<file path="src/rtl/byte_lane_arbiter_if.sv">
// Requester/arbiter bundle for byte_lane_arbiter: per-requester write handshake,
// result-register clear and the shared result/commit status.
interface byte_lane_arbiter_if #(
  parameter int unsigned NUM_REQ = 4,
  parameter int unsigned LANE_W  = 8
) ();
  logic [NUM_REQ-1:0]          req_valid;
  logic [2*NUM_REQ-1:0]        req_lane;
  logic [LANE_W*NUM_REQ-1:0]   req_data;
  logic [NUM_REQ-1:0]          req_ready;
  logic                        clear;
  logic [4*LANE_W-1:0]         result;
  logic                        wr_done;
  logic [1:0]                  wr_src;
  logic                        busy;

  modport master (
    output req_valid, req_lane, req_data, clear,
    input  req_ready, result, wr_done, wr_src, busy
  );

  modport slave (
    input  req_valid, req_lane, req_data, clear,
    output req_ready, result, wr_done, wr_src, busy
  );
endinterface

</file>
<file path="src/rtl/byte_lane_arbiter.sv">
// Four-requester arbiter writing single bytes into a shared 4-lane result register.
// Round-robin by default; define BYTE_LANE_ARB_FIXED_PRIO_EN for lowest-index-wins priority.
module byte_lane_arbiter #(
  parameter int unsigned NUM_REQ = 4,
  parameter int unsigned LANE_W  = 8
) (
  input  logic               clk,
  input  logic               rst,
  byte_lane_arbiter_if.slave bus
);

  localparam int unsigned IDX_W = 2;
  localparam int unsigned RES_W = 4 * LANE_W;

  typedef enum logic [1:0] {
    IDLE  = 2'd0,
    GRANT = 2'd1,
    WRITE = 2'd2
  } state_t;

  state_t             state;
  logic [IDX_W-1:0]   ptr;
  logic [IDX_W-1:0]   grant_idx;
  logic               xfer;
  logic [IDX_W-1:0]   cap_lane;
  logic [LANE_W-1:0]  cap_data;
  logic [RES_W-1:0]   result_q;
  logic [NUM_REQ-1:0] req_ready_q;
  logic               wr_done_q;
  logic [IDX_W-1:0]   wr_src_q;
  logic               busy_q;

  logic [IDX_W-1:0]   ptr_base_c;
  logic [IDX_W-1:0]   idx_c;
  logic               win_found_c;
  logic [IDX_W-1:0]   win_idx_c;

  // Search base: a commit in this cycle already moves the pointer past the writer.
  assign ptr_base_c = (state == WRITE) ? IDX_W'(grant_idx + 2'd1) : ptr;

  // Winner select; descending scan so the highest-priority candidate is assigned last.
  always_comb begin
    win_found_c = 1'b0;
    win_idx_c   = '0;
    idx_c       = '0;
    for (int i = int'(NUM_REQ) - 1; i >= 0; i--) begin
`ifdef BYTE_LANE_ARB_FIXED_PRIO_EN
      idx_c = IDX_W'(i);
`else
      idx_c = ptr_base_c + IDX_W'(i);
`endif
      if (bus.req_valid[idx_c]) begin
        win_found_c = 1'b1;
        win_idx_c   = idx_c;
      end
    end
  end

  always_ff @(posedge clk) begin
    if (rst) begin
      state       <= IDLE;
      ptr         <= '0;
      grant_idx   <= '0;
      xfer        <= 1'b0;
      cap_lane    <= '0;
      cap_data    <= '0;
      result_q    <= '0;
      req_ready_q <= '0;
      wr_done_q   <= 1'b0;
      wr_src_q    <= '0;
      busy_q      <= 1'b0;
    end else begin
      req_ready_q <= '0;
      wr_done_q   <= 1'b0;
      if (bus.clear) begin
        result_q <= '0;
      end
      case (state)
        IDLE: begin
          if (win_found_c) begin
            state       <= GRANT;
            grant_idx   <= win_idx_c;
            req_ready_q <= NUM_REQ'(1) << win_idx_c;
            busy_q      <= 1'b1;
          end
        end
        GRANT: begin
          // Ready is held for the granted requester, so acceptance reduces to its valid.
          state     <= WRITE;
          xfer      <= bus.req_valid[grant_idx];
          cap_lane  <= bus.req_lane[{grant_idx, 1'b0} +: IDX_W];
          cap_data  <= bus.req_data[LANE_W*grant_idx +: LANE_W];
          wr_done_q <= bus.req_valid[grant_idx];
          wr_src_q  <= grant_idx;
        end
        WRITE: begin
          if (xfer && !bus.clear) begin
            result_q[LANE_W*cap_lane +: LANE_W] <= cap_data;
          end
          ptr <= IDX_W'(grant_idx + 2'd1);
          if (win_found_c) begin
            state       <= GRANT;
            grant_idx   <= win_idx_c;
            req_ready_q <= NUM_REQ'(1) << win_idx_c;
          end else begin
            state  <= IDLE;
            busy_q <= 1'b0;
          end
        end
        default: begin
          state  <= IDLE;
          busy_q <= 1'b0;
        end
      endcase
    end
  end

  assign bus.req_ready = req_ready_q;
  assign bus.result    = result_q;
  assign bus.wr_done   = wr_done_q;
  assign bus.wr_src    = wr_src_q;
  assign bus.busy      = busy_q;

endmodule
</file>
<file path="src/flat_wrapper.sv">
// flat-port wrapper written by rule: the top's interface ports become plain ports
module byte_lane_arbiter_flat 
#(
  parameter int unsigned NUM_REQ = 4,
  parameter int unsigned LANE_W  = 8
)
  (clk, rst, bus_req_valid, bus_req_lane, bus_req_data, bus_clear, bus_req_ready, bus_result, bus_wr_done, bus_wr_src, bus_busy);
  byte_lane_arbiter_if #(.NUM_REQ(NUM_REQ), .LANE_W(LANE_W)) bus_i ();
  input  logic clk;
  input  logic rst;
  input wire logic [$bits(bus_i.req_valid)-1:0] bus_req_valid;
  input wire logic [$bits(bus_i.req_lane)-1:0] bus_req_lane;
  input wire logic [$bits(bus_i.req_data)-1:0] bus_req_data;
  input wire logic [$bits(bus_i.clear)-1:0] bus_clear;
  output wire logic [$bits(bus_i.req_ready)-1:0] bus_req_ready;
  output wire logic [$bits(bus_i.result)-1:0] bus_result;
  output wire logic [$bits(bus_i.wr_done)-1:0] bus_wr_done;
  output wire logic [$bits(bus_i.wr_src)-1:0] bus_wr_src;
  output wire logic [$bits(bus_i.busy)-1:0] bus_busy;
  assign bus_i.req_valid = bus_req_valid;
  assign bus_i.req_lane = bus_req_lane;
  assign bus_i.req_data = bus_req_data;
  assign bus_i.clear = bus_clear;
  assign bus_req_ready = bus_i.req_ready;
  assign bus_result = bus_i.result;
  assign bus_wr_done = bus_i.wr_done;
  assign bus_wr_src = bus_i.wr_src;
  assign bus_busy = bus_i.busy;
  byte_lane_arbiter #(.NUM_REQ(NUM_REQ), .LANE_W(LANE_W)) u_core (.clk(clk), .rst(rst), .bus(bus_i));
endmodule
</file>
<file path="config.mk">
export PLATFORM = sky130hd
export DESIGN_NAME = byte_lane_arbiter_flat
export DESIGN_NICKNAME = d
export VERILOG_FILES = /design/src/rtl/byte_lane_arbiter_if.sv /design/src/rtl/byte_lane_arbiter.sv /design/src/flat_wrapper.sv
export SDC_FILE = /design/constraint.sdc
export NUM_CORES = 1
export LEC_CHECK = 0
export CAP_MARGIN = 40
export CORE_MARGIN = 2
export CORE_UTILIZATION = 25
export DETAILED_ROUTE_END_ITERATION = 8
export PLACE_DENSITY = 0.58
export SYNTH_ARGS = -nofsm -noshare
export SYNTH_HDL_FRONTEND = slang
export SYNTH_SLANG_ARGS = --single-unit
</file>
<file path="constraint.sdc">
create_clock -name clk -period 4.07 [get_ports clk]
set_input_delay 0.814 -clock clk [delete_from_list [all_inputs] [get_ports clk]]
set_output_delay 0.814 -clock clk [all_outputs]
set_load 0.005 [all_outputs]
</file>
Word-level counts from Yosys, hierarchy flattened
Index checks and enable logic that the tools add are counted.
{"block": "op_classes", "add_sub_neg": 5, "multipliers": 0, "div": 0, "n_lt_le_gt_ge": 5, "n_eq_ne": 4, "shift": 5, "muxes": 30, "bitwise_logic": 3, "reduce_logical": 8}
{"operator": "$mux W32", "count": 4}
{"operator": "$neg A5 Y34", "count": 1}
{"operator": "$shift A8 B34 Y32 const A", "count": 1}
{"operator": "$shiftx A8 B34 Y32", "count": 1}
{"operator": "$bwmux W32", "count": 1}
{"operator": "$shiftx A32 B6 Y8", "count": 1}
{"operator": "$lt A2 B3 Y1 const B", "count": 5}
{"operator": "$mux W1", "count": 12}
{"operator": "$mux W2", "count": 6}
{"operator": "$bmux W1 S2", "count": 5}
{"operator": "$shiftx A8 B4 Y2", "count": 1}
{"operator": "$pmux W2 S3", "count": 1}
{"operator": "$add A2 B1 Y2 const B", "count": 2}
{"operator": "$add A2 B2 Y2 const B", "count": 2}
{"operator": "$reduce_or A2 Y1", "count": 2}
{"operator": "$shl A1 B2 Y4 const A", "count": 1}
{"operator": "$not A1 Y1", "count": 3}
{"operator": "$pmux W1 S3", "count": 1}
{"operator": "$reduce_and A3 Y1", "count": 1}
{"operator": "$reduce_or A3 Y1", "count": 1}
{"operator": "$eq A2 B1 Y1 const B", "count": 1}
{"operator": "$eq A2 B2 Y1 const B", "count": 1}
{"operator": "$logic_not A2 Y1", "count": 1}
{"operator": "$ne A2 B1 Y1 const B", "count": 1}
{"operator": "4 further kinds", "count": 4}
{"block": "word_totals", "reg_bits": 57, "latch_bits": 0, "ram_bits": 0, "mem_bits_ro": 0, "inputBits": 47, "output_inout_bits": 40, "elab_cells": 71, "mem_count": 0}

Logic depth before layout (Yosys ltp)
Gate-level depths: netlist (run 1).
{"block": "depth", "ltp_word": 11, "depth_mapped": 7, "depth_no_buf": 6}

Least setup slack after synthesis (run 1)
Ideal clock, no wire load.
{"block": "synth_timing", "path_kind": "input to register", "startpoint": "input rst", "endpoint": "register u_core.result_q[0] (netlist: u_core.bus.result[0])", "setup_ns": 0.128, "arrival_ns": 1.660, "required_time_ns": 3.942, "slack_ns": 2.282, "cell_stages": 4, "path_buffers": 3, "path_cell_list": "clkbuf_1 clkbuf_1 buf_1 nor2_1"}
{"element": "start, declared", "line": "flat_wrapper.sv:10", "text": "input logic rst;"}
{"element": "end signal, assigned by index", "line": "byte_lane_arbiter.sv:98", "text": "result_q[LANE_W*cap_lane +: LANE_W] <= cap_data;"}
{"element": "end, declared", "line": "byte_lane_arbiter.sv:27", "text": "logic [RES_W-1:0] result_q;"}
No word-level cell between the ends.

Worst setup path after layout (run 1)
{"block": "layout_timing", "startpoint": "input bus_clear", "endpoint": "register u_core.result_q[22] (netlist: u_core.bus.result[22])"}
{"block": "layout_between", "elab_chain_len": 5, "word_cells_on_any_way": 7, "cone_classes": "5 x mux; 2 x reduce/logical"}
{"element": "start, declared", "line": "flat_wrapper.sv:14", "text": "input wire logic [$bits(bus_i.clear)-1:0] bus_clear;"}
{"element": "$mux W32", "line": "byte_lane_arbiter.sv:75", "text": "if (bus.clear) begin"}
{"element": "$mux W32", "line": "byte_lane_arbiter.sv:60", "text": "if (rst) begin"}
{"element": "$bwmux W32", "line": "byte_lane_arbiter.sv:98"}
{"element": "$mux W32", "line": "byte_lane_arbiter.sv:97", "text": "if (xfer && !bus.clear) begin"}
{"element": "$mux W32 (*)", "line": "byte_lane_arbiter.sv:78", "text": "case (state)"}
Every way passes the cells marked *; elsewhere a longest branch is shown, timed or not. The select of a mux whose other input is x is not followed.
A chain may end at the register's enable or synchronous reset.

==> results of run 1 <==
[power groups by stage]
stage	registers, mW	logic [mW]	clock network, mW
2_1_floorplan	0.600	0.102	0
3_3_place_gp	0.618	0.158	0
3_5_place_dp	0.614	0.173	0
4_1_cts	0.602	0.174	0.522
5_1_grt	0.605	0.189	0.548
6_report	0.602	0.171	0.509
[flip-flops by register name (all words and copies together), names as in the netlist]
register and cells:
u_core.bus.result 32, u_core.state 2, u_core.bus.busy 1, u_core.bus.req_ready 4, u_core.grant_idx 2, u_core.cap_data 8, u_core.bus.wr_done 1, u_core.ptr 2
u_core.cap_lane 2, u_core.xfer 1, u_core.bus.wr_src 2
[cell usage in the layout, fill, tap and decap left out, types with 7 or more instances in the layout]
master / Yosys / layout
a21oi_1: 26 / 26
nor2_1: 34 / 34
nand3b_1: 7 / 7
a22oi_1: 27 / 27
mux4_2: 11 / 11
nand3_1: 9 / 9
clkbuf_8: 0 / 10
clkdlybuf4s50_1: 0 / 85
dfxtp_1: 57 / 57
nand2_1: 35 / 35
[critical path, delay by kind of cell]
family                 cells  cell delay (ns)
and+or+nand+nor            2             0.45
AOI/OAI and AO/OA          2             0.81
buffers and inverters      1             0.64
[per-stage QoR]
step                hold slack, ns  setup slack, ns  total power [mW]
finish                      0.4568            1.628             1.282
global route                0.4842            1.502             1.342
CTS                         0.4616            1.640             1.297
detailed placement          0.4508            1.278            0.7871
global placement            0.4435            1.264            0.7760
floorplan                   0.4482            2.282            0.7023
[path summary, 6_finish.rpt]
| path | startpoint | end | depth (start not counted) |
|---|---|---|---|
| max reg2reg | u_core.grant_idx[1]$_SDFFE_PP0P_ | u_core.bus.req_ready[0]$_SDFF_PP0_ | 5 |
| max | bus_clear | u_core.bus.result[22]$_SDFF_PP0_ | 5 |
| min | u_core.bus.busy$_SDFFE_PP0P_ | u_core.bus.busy$_SDFFE_PP0P_ | 2 |
| min reg2reg | u_core.bus.busy$_SDFFE_PP0P_ | u_core.bus.busy$_SDFFE_PP0P_ | 2 |
[kinds of logic after synthesis]
logic type / synth area share
muxes: 0.1046
xor gates and xnor gates: 0.003424
and+or+nand+nor: 0.2289
adders and majority gates: 0.02445
DFF: 0.4460
AOI/OAI and AO/OA: 0.1579
buffers and inverters: 0.03472
[routing by layer]
metal,vias up,part of all wire,track usage
met5,-,0,0
met1,1090,0.46,0.1601
met2,67,0.48,0.2096
li1,1159,-,-
met4,0,0.0053,0.04857
met3,4,0.055,0.04180
[cell type report]
cell class                 instances  area, um2
fill                            1006       6115
clock buffer                      11      141.4
inverter                           5      18.77
tap                              133      166.4
multi-input combinational        196       1329
timing repair buffer              88      910.9
clock inverter                     3      42.54
sequential                        57       1141
==> impl_metrics.ini, run 1 <==
[run_status]
outcome = completed

[cts]
clockBufferDepth = 2
htreeDepth = 3
clock_sinks = 57
clk_pin_slew_worst_paths_ns = 0.07
postCtsSetupRepairBufs = 0
clk_latency_ns = 0.33
cts_buffers = 9
cts_hold_buf = 0
cts_resized = 0
clockRootBuffer = clkbuf_8
cts_tree = built

[sta]
min_period_over_period = 0.5999
worst_slew_pin_slew_ns = 0.8166
setup_violations = 0
hold_viol = 0
layout_min_cycle_time_ns = 2.442
slew_violations = 0
worst_clock_skew_ns = 0.01369
rsz0062_at_grt = false
tns_ns = 0
clock.fmax_mhz = 409.6
relSlewSlack = 0.4506

[logic_synthesis]
ys.flop_type = dfxtp_1
synth_area_leaders = dfxtp_1 45%, mux4_2 9.7%, a22oi_1 7.9%, nand2_1 5.1%, a21oi_1 5.1%
synth_common_cells = 57 x dfxtp_1, 35 x nand2_1, 34 x nor2_1
netlist_area_um2 = 2559
synth.top_cell.area_share = 0.4460
ys_seq_area_frac = 0.4460
avgSynthCellArea_um2 = 9.407
syn-num-nets = 324
ys_warn_count = 0
synth_most_common_cell = dfxtp_1
syn_inst = 272
yosys.cell_types.count = 38
synth-edff-count = 0
ys_ff_latch = 57
async_flop_share = 0
synth_top_area_cell = dfxtp_1

[placed_design]
gp_congestion = 0.8229
placed_area_um2 = 3566
place_inst = 479
port-buffer-count = 86
post-dp-hpwl_um = 5175

[power]
leakagePower_nw = 1.275
netSwitchingPower_mw = 0.3150
ir_worst_vdd_v = 0.0001757
power_density_nw_per_um2 = 341.8
p_int_mw = 0.9668
combPwrFrac = 0.133
power.sequential.fraction = 0.469
p_sw_frac = 0.2458
clock_power_share = 0.397

[drt]
avgRoutedWirePerCell_um = 13.73
drt_iter0_drc = 84
vias = 2320
wl_um = 6767
ant_nets = 0
first_pass_iters = 5
viasPerCell = 4.706
drc = 0

[global_routing]
gr-total-overflow = 0
grt_first_pass_wirelength_um = 11360
grt_pass1_vias = 2378
antenna_found_initial = 0
grt_use_total = 0.1295
grt_max_degree = 32

[final_layout]
areaGrowthSynthToFinish_pct = 46.55
nNetsFinal = 409
final_area_um2 = 3750
drive_above_1_share = 0.09722
antennaDiodeCount = 0
final_util = 0.3801
stdcell_count = 493

[die]
die_w_um = 105.2
die-area_um2 = 11060
start_util = 0.2594
core_area_um2 = 9864
rows = 36
io_pins = 87
die_h_um = 105.2

[critical_path]
slowest_delay_ns = 0.64
crit_slowest_cell = clkdlybuf4s50_1
start_kind = input pin
path_cells = clkdlybuf4s50_1, and4bb_2, a21oi_1, a22oi_1, nor2_1
critPathKind = input pin to register
crit_arrival_ns = 2.71
cp_max_fo = 12
required_ns = 4.34
reg2reg_slack_ns = 1.85
cp-end-kind = register

[run]
drv_cap = 0

[hold_path]
hp-class = register to register
No activity file was read; power rests on OpenSTA's default activity.
==> inputs of run 2 (changes only) <==
==> constraint.sdc (replaced) <==
create_clock -name clk -period 2.35 [get_ports clk]
set_input_delay 0.47 -clock clk [delete_from_list [all_inputs] [get_ports clk]]
set_output_delay 0.47 -clock clk [all_outputs]
set_load 0.005 [all_outputs]
==> run 2 against run 1 <==
- final cell count rose by 1.2%
- setup slack got worse by 1.3 ns
- sequential share of layout area fell by 0.21 points
- power rose by 83%
- first-iteration DRC count rose by 12%
- via count rose by 1.2%
- design area rose by 0.70%
- non-clock buffer count rose by 4
- wire length rose by 3.2%
- critical path type is now register to register
- critical endpoint is now u_core.bus.result[9]$_SDFF_PP0_
- largest cell class unchanged
==> impl_metrics.ini, run 2 (synthesized netlist as in run 1, its figures left out) <==
[run_status]
outcome = completed

[cts]
cts_tree = built
cts_buffers = 9
clock_sinks = 57
postCtsSetupRepairBufs = 0
cts_resized = 0
cts_hold_buf = 0
clk_pin_slew_worst_paths_ns = 0.07
htreeDepth = 3
clockRootBuffer = clkbuf_8
clk_latency_ns = 0.33
clockBufferDepth = 2

[placed_design]
port-buffer-count = 86
post-dp-hpwl_um = 5373
pre_cts_slack_ns = 0.1350
gp_congestion = 0.8394

[critical_path]
crit_arrival_ns = 2.30
critPathLaunch = u_core.cap_lane[0]$_SDFFE_PP0P_
required_ns = 2.62
r2r-start = u_core.cap_lane[0]$_SDFFE_PP0P_
cp_max_fo = 6
critPathKind = register to register
start_kind = register
cp-end-kind = register

[sta]
setup_violations = 0
slew_violations = 0
timing.final.ws_setup_ns = 0.3159
hold_viol = 0
clock.fmax_mhz = 491.6
layout_min_cycle_time_ns = 2.034
tns_ns = 0
rsz0062_at_grt = false
relSlewSlack = 0.5236
worst_slew_pin_slew_ns = 0.7146
min_period_over_period = 0.8656
worst_clock_skew_ns = 0.01130

[drt]
ant_nets = 0
avgRoutedWirePerCell_um = 14.00
wl_um = 6985
first_pass_iters = 4
vias = 2347
viasPerCell = 4.703
drt_iter0_drc = 94
drc = 0

[power]
leakagePower_nw = 1.303
ir_worst_vdd_v = 0.0002879
power_density_nw_per_um2 = 621.8

[die]
start_util = 0.2594
rows = 36
die-area_um2 = 11060
core_area_um2 = 9864
die_w_um = 105.2
io_pins = 87
die_h_um = 105.2

[global_routing]
grt_max_degree = 23
antenna_found_initial = 0
grt_first_pass_wirelength_um = 11650
gr-total-overflow = 0
grt_use_total = 0.1320
grt_pass1_vias = 2381

[final_layout]
nNetsFinal = 413
largest_register_ffs = 32
areaGrowthSynthToFinish_pct = 47.58
drive_above_1_share = 0.1120
layout_common_cells = 85 x clkdlybuf4s50_1, 57 x dfxtp_1, 35 x nand2_1, 34 x nor2_1, 27 x a22oi_1
final_common_cell = clkdlybuf4s50_1
antennaDiodeCount = 0

[hold_path]
hp-class = register to register
hold_start = u_core.bus.busy$_SDFFE_PP0P_

[run]
drv_cap = 0
[run 2: cell types whose count changed in the layout (fill, tap and decap cells not counted)]
cell	change
buf_16	-2
buf_4	+6
bufinv_16	+1
clkinv_2	+1
clkinv_4	+1
clkinvlp_4	-1
[run 2: where the power goes]
group	total [mW]	leakage (nW)	switching (mW)	internal, mW
combinational	0.299	0.728	0.131	0.168
sequential	1.03	0.462	0.0397	0.995
clock	1.01	0.113	0.390	0.624
total	2.35	1.30	0.560	1.79
[run 2: metal layers]
layer,share of wire,up-vias,routed length [um],GRT usage
met3,0.064,4,449,0.04554
met2,0.48,75,3330,0.2161
met1,0.45,1110,3170,0.1663
met4,0.0049,0,34,0.03238
li1,-,1158,-,-
met5,0,-,0,0
[run 2: critical path: stages (launching register included)]
cell,delay (ns)
dfxtp_1,0.51
inv_1,0.17
ha_1,0.40
nor3b_1,0.40
and2_1,0.29
a22oi_1,0.09
nor2_1,0.09
[run 2: final timing paths]
| check | cells after the start | slack (ns) | end |
|---|---|---|---|
| worst min register to register | 2 | 0.46 | u_core.bus.busy$_SDFFE_PP0P_ |
| worst min-delay path | 2 | 0.46 | u_core.bus.busy$_SDFFE_PP0P_ |
| worst max register to register | 6 | 0.32 | u_core.bus.result[9]$_SDFF_PP0_ |
| worst max-delay path | 6 | 0.32 | u_core.bus.result[9]$_SDFF_PP0_ |
[run 2: metrics by stage]
step	hold WS (ns)	util	instances	power, mW	instance area, um2
final	0.4618	0.3828	499	2.348	3776
after global routing	0.5036	0.3828	499	2.460	3776
after CTS	0.4707	0.3828	499	2.375	3776
after detailed placement	0.4549	0.3605	483	1.358	3556
after global placement	0.4431	0.3605	483	1.354	3556
after floorplan	0.4482	-	272	1.216	2559
[run 2: area by class of cell]
| cell class | count | area (um2) |
|---|---|---|
| fill | 996 | 6088 |
| multi-input combinational | 196 | 1329 |
| sequential | 57 | 1141 |
| timing repair buffer | 92 | 900.9 |
| tap | 133 | 166.4 |
| clock buffer | 11 | 141.4 |
| clock inverter | 5 | 78.83 |
| inverter | 5 | 18.77 |
==> inputs of run 3 (changes only) <==
--- a/config.mk
+++ b/config.mk
@@ -6,7 +6,7 @@
 export NUM_CORES = 1
 export LEC_CHECK = 0
 export CAP_MARGIN = 40
-export CORE_MARGIN = 2
+export CORE_MARGIN = 1
 export CORE_UTILIZATION = 25
 export DETAILED_ROUTE_END_ITERATION = 8
 export PLACE_DENSITY = 0.58
==> run 3 against run 2 <==
- power rose by 5.4%
- core utilization increased by 0.22 points
- largest power group is now the clock network
- first-iteration DRC count rose by 31%
- largest cell class unchanged
- critical path type unchanged
- worst hold slack improved by 0.0024 ns
==> impl_metrics.ini, run 3 (synthesized netlist as in run 1, its figures left out) <==
[sta]
setup_violations = 0
slew_violations = 0
worst_clock_skew_ns = 0.01508
layout_min_cycle_time_ns = 2.052
hold_viol = 0
tns_ns = 0
rsz0062_at_grt = false
worst_slew_pin_slew_ns = 0.6988
min_period_over_period = 0.8730
clock.fmax_mhz = 487.4
relSlewSlack = 0.5341

[drt]
first_pass_iters = 4
wl_um = 6838
ant_nets = 0
viasPerCell = 4.709
drc = 0
drt_iter0_drc = 123
avgRoutedWirePerCell_um = 13.73
vias = 2345

[die]
core_area_um2 = 9864
die-area_um2 = 10640
die_w_um = 103.2
rows = 36
io_pins = 87
start_util = 0.2594
die_h_um = 103.2

[cts]
cts_hold_buf = 0
clock_sinks = 57
clockBufferDepth = 2
clk_latency_ns = 0.34
htreeDepth = 3
clockRootBuffer = clkbuf_8
cts_resized = 0
cts_tree = built
postCtsSetupRepairBufs = 0
clk_pin_slew_worst_paths_ns = 0.07
cts_buffers = 9

[hold_path]
min_to = u_core.bus.busy$_SDFFE_PP0P_
hp-class = register to register
min_path_cells = 2
hold_start = u_core.bus.busy$_SDFFE_PP0P_

[power]
leakagePower_nw = 1.310
ir_worst_vdd_v = 0.0003242
power_density_nw_per_um2 = 651.6
power_mw = 2.475

[critical_path]
reg2reg_slack_ns = 0.30
crit_arrival_ns = 2.32
required_ns = 2.62
r2r_end = u_core.bus.result[14]$_SDFF_PP0_
cp-end-kind = register
start_kind = register
worst-r2r-cell-count = 6
critPathKind = register to register
r2r-start = u_core.cap_lane[0]$_SDFFE_PP0P_
cp_max_fo = 6

[final_layout]
multi_input_area_um2 = 1329
areaGrowthSynthToFinish_pct = 48.41
regArea_um2 = 1141
largest_register_ffs = 32
antennaDiodeCount = 0
nNetsFinal = 412
drive_above_1_share = 0.1123
fillers = 999
layout_common_cells = 85 x clkdlybuf4s50_1, 57 x dfxtp_1, 35 x nand2_1, 34 x nor2_1, 27 x a22oi_1
final_common_cell = clkdlybuf4s50_1
stdcell_count = 498

[placed_design]
place_inst = 482
gp_congestion = 0.8150
port-buffer-count = 86
post-dp-hpwl_um = 5251

[run_status]
outcome = completed

[global_routing]
grt_first_pass_wirelength_um = 11250
grt_pass1_vias = 2335
gr-total-overflow = 0
grt_use_total = 0.1362
antenna_found_initial = 0
grt_max_degree = 33

[run]
drv_cap = 0
[run 3: metrics by stage]
step                  util  area, um2  setup slack (ns)  hold slack [ns]
global placement    0.3597       3548            0.1505           0.4434
CTS                 0.3850       3797            0.2914           0.4685
global route        0.3850       3797           0.08376           0.4880
floorplan                -       2559            0.5848           0.4482
finish              0.3850       3797            0.2984           0.4642
detailed placement  0.3597       3548            0.1447           0.4513
[run 3: how the worst max path moves through the flow]
stage                                     from                            endpoint  cells past startpoint
2_1_floorplan  u_core.cap_lane[0]$_SDFFE_PP0P_    u_core.bus.result[12]$_SDFF_PP0_                      6
3_3_place_gp                  bus_req_valid[3]  u_core.bus.req_ready[0]$_SDFF_PP0_                      6
3_5_place_dp                  bus_req_valid[3]  u_core.bus.req_ready[0]$_SDFF_PP0_                      6
4_1_cts        u_core.cap_lane[0]$_SDFFE_PP0P_    u_core.bus.result[12]$_SDFF_PP0_                      6
5_1_grt        u_core.cap_lane[0]$_SDFFE_PP0P_     u_core.bus.result[8]$_SDFF_PP0_                      6
6_report       u_core.cap_lane[0]$_SDFFE_PP0P_    u_core.bus.result[14]$_SDFF_PP0_                      6
[run 3: critical path, cell delays in order, from the launching register on]
cell,delay (ns)
dfxtp_1,0.51
inv_1,0.17
ha_1,0.41
nor3b_1,0.43
and2_1,0.29
a22oi_1,0.09
nor2_1,0.09
[run 3: power breakdown]
part | total (mW) | leakage (nW) | internal (mW) | switching [mW]
registers | 1.03 | 0.462 | 0.994 | 0.0396
clock network | 1.14 | 0.124 | 0.715 | 0.429
logic | 0.297 | 0.723 | 0.168 | 0.129
total | 2.47 | 1.31 | 1.88 | 0.598
[run 3: area by class of cell]
class	instances	area share
multi-input combinational	196	0.3499
sequential	57	0.3005
timing repair buffer	91	0.2353
tap	133	0.04382
clock inverter	7	0.03295
clock buffer	9	0.03262
inverter	5	0.004942
[run 3: metal layers]
| metal | global-route usage | routed length, um | up-vias | part of all wire |
|---|---|---|---|---|
| met5 | 0 | 0 | - | 0 |
| met4 | 0.02709 | 42 | 0 | 0.0061 |
| met3 | 0.04203 | 431 | 5 | 0.063 |
| met2 | 0.2308 | 3117 | 82 | 0.46 |
| met1 | 0.1710 | 3247 | 1102 | 0.47 |
| li1 | - | - | 1156 | - |
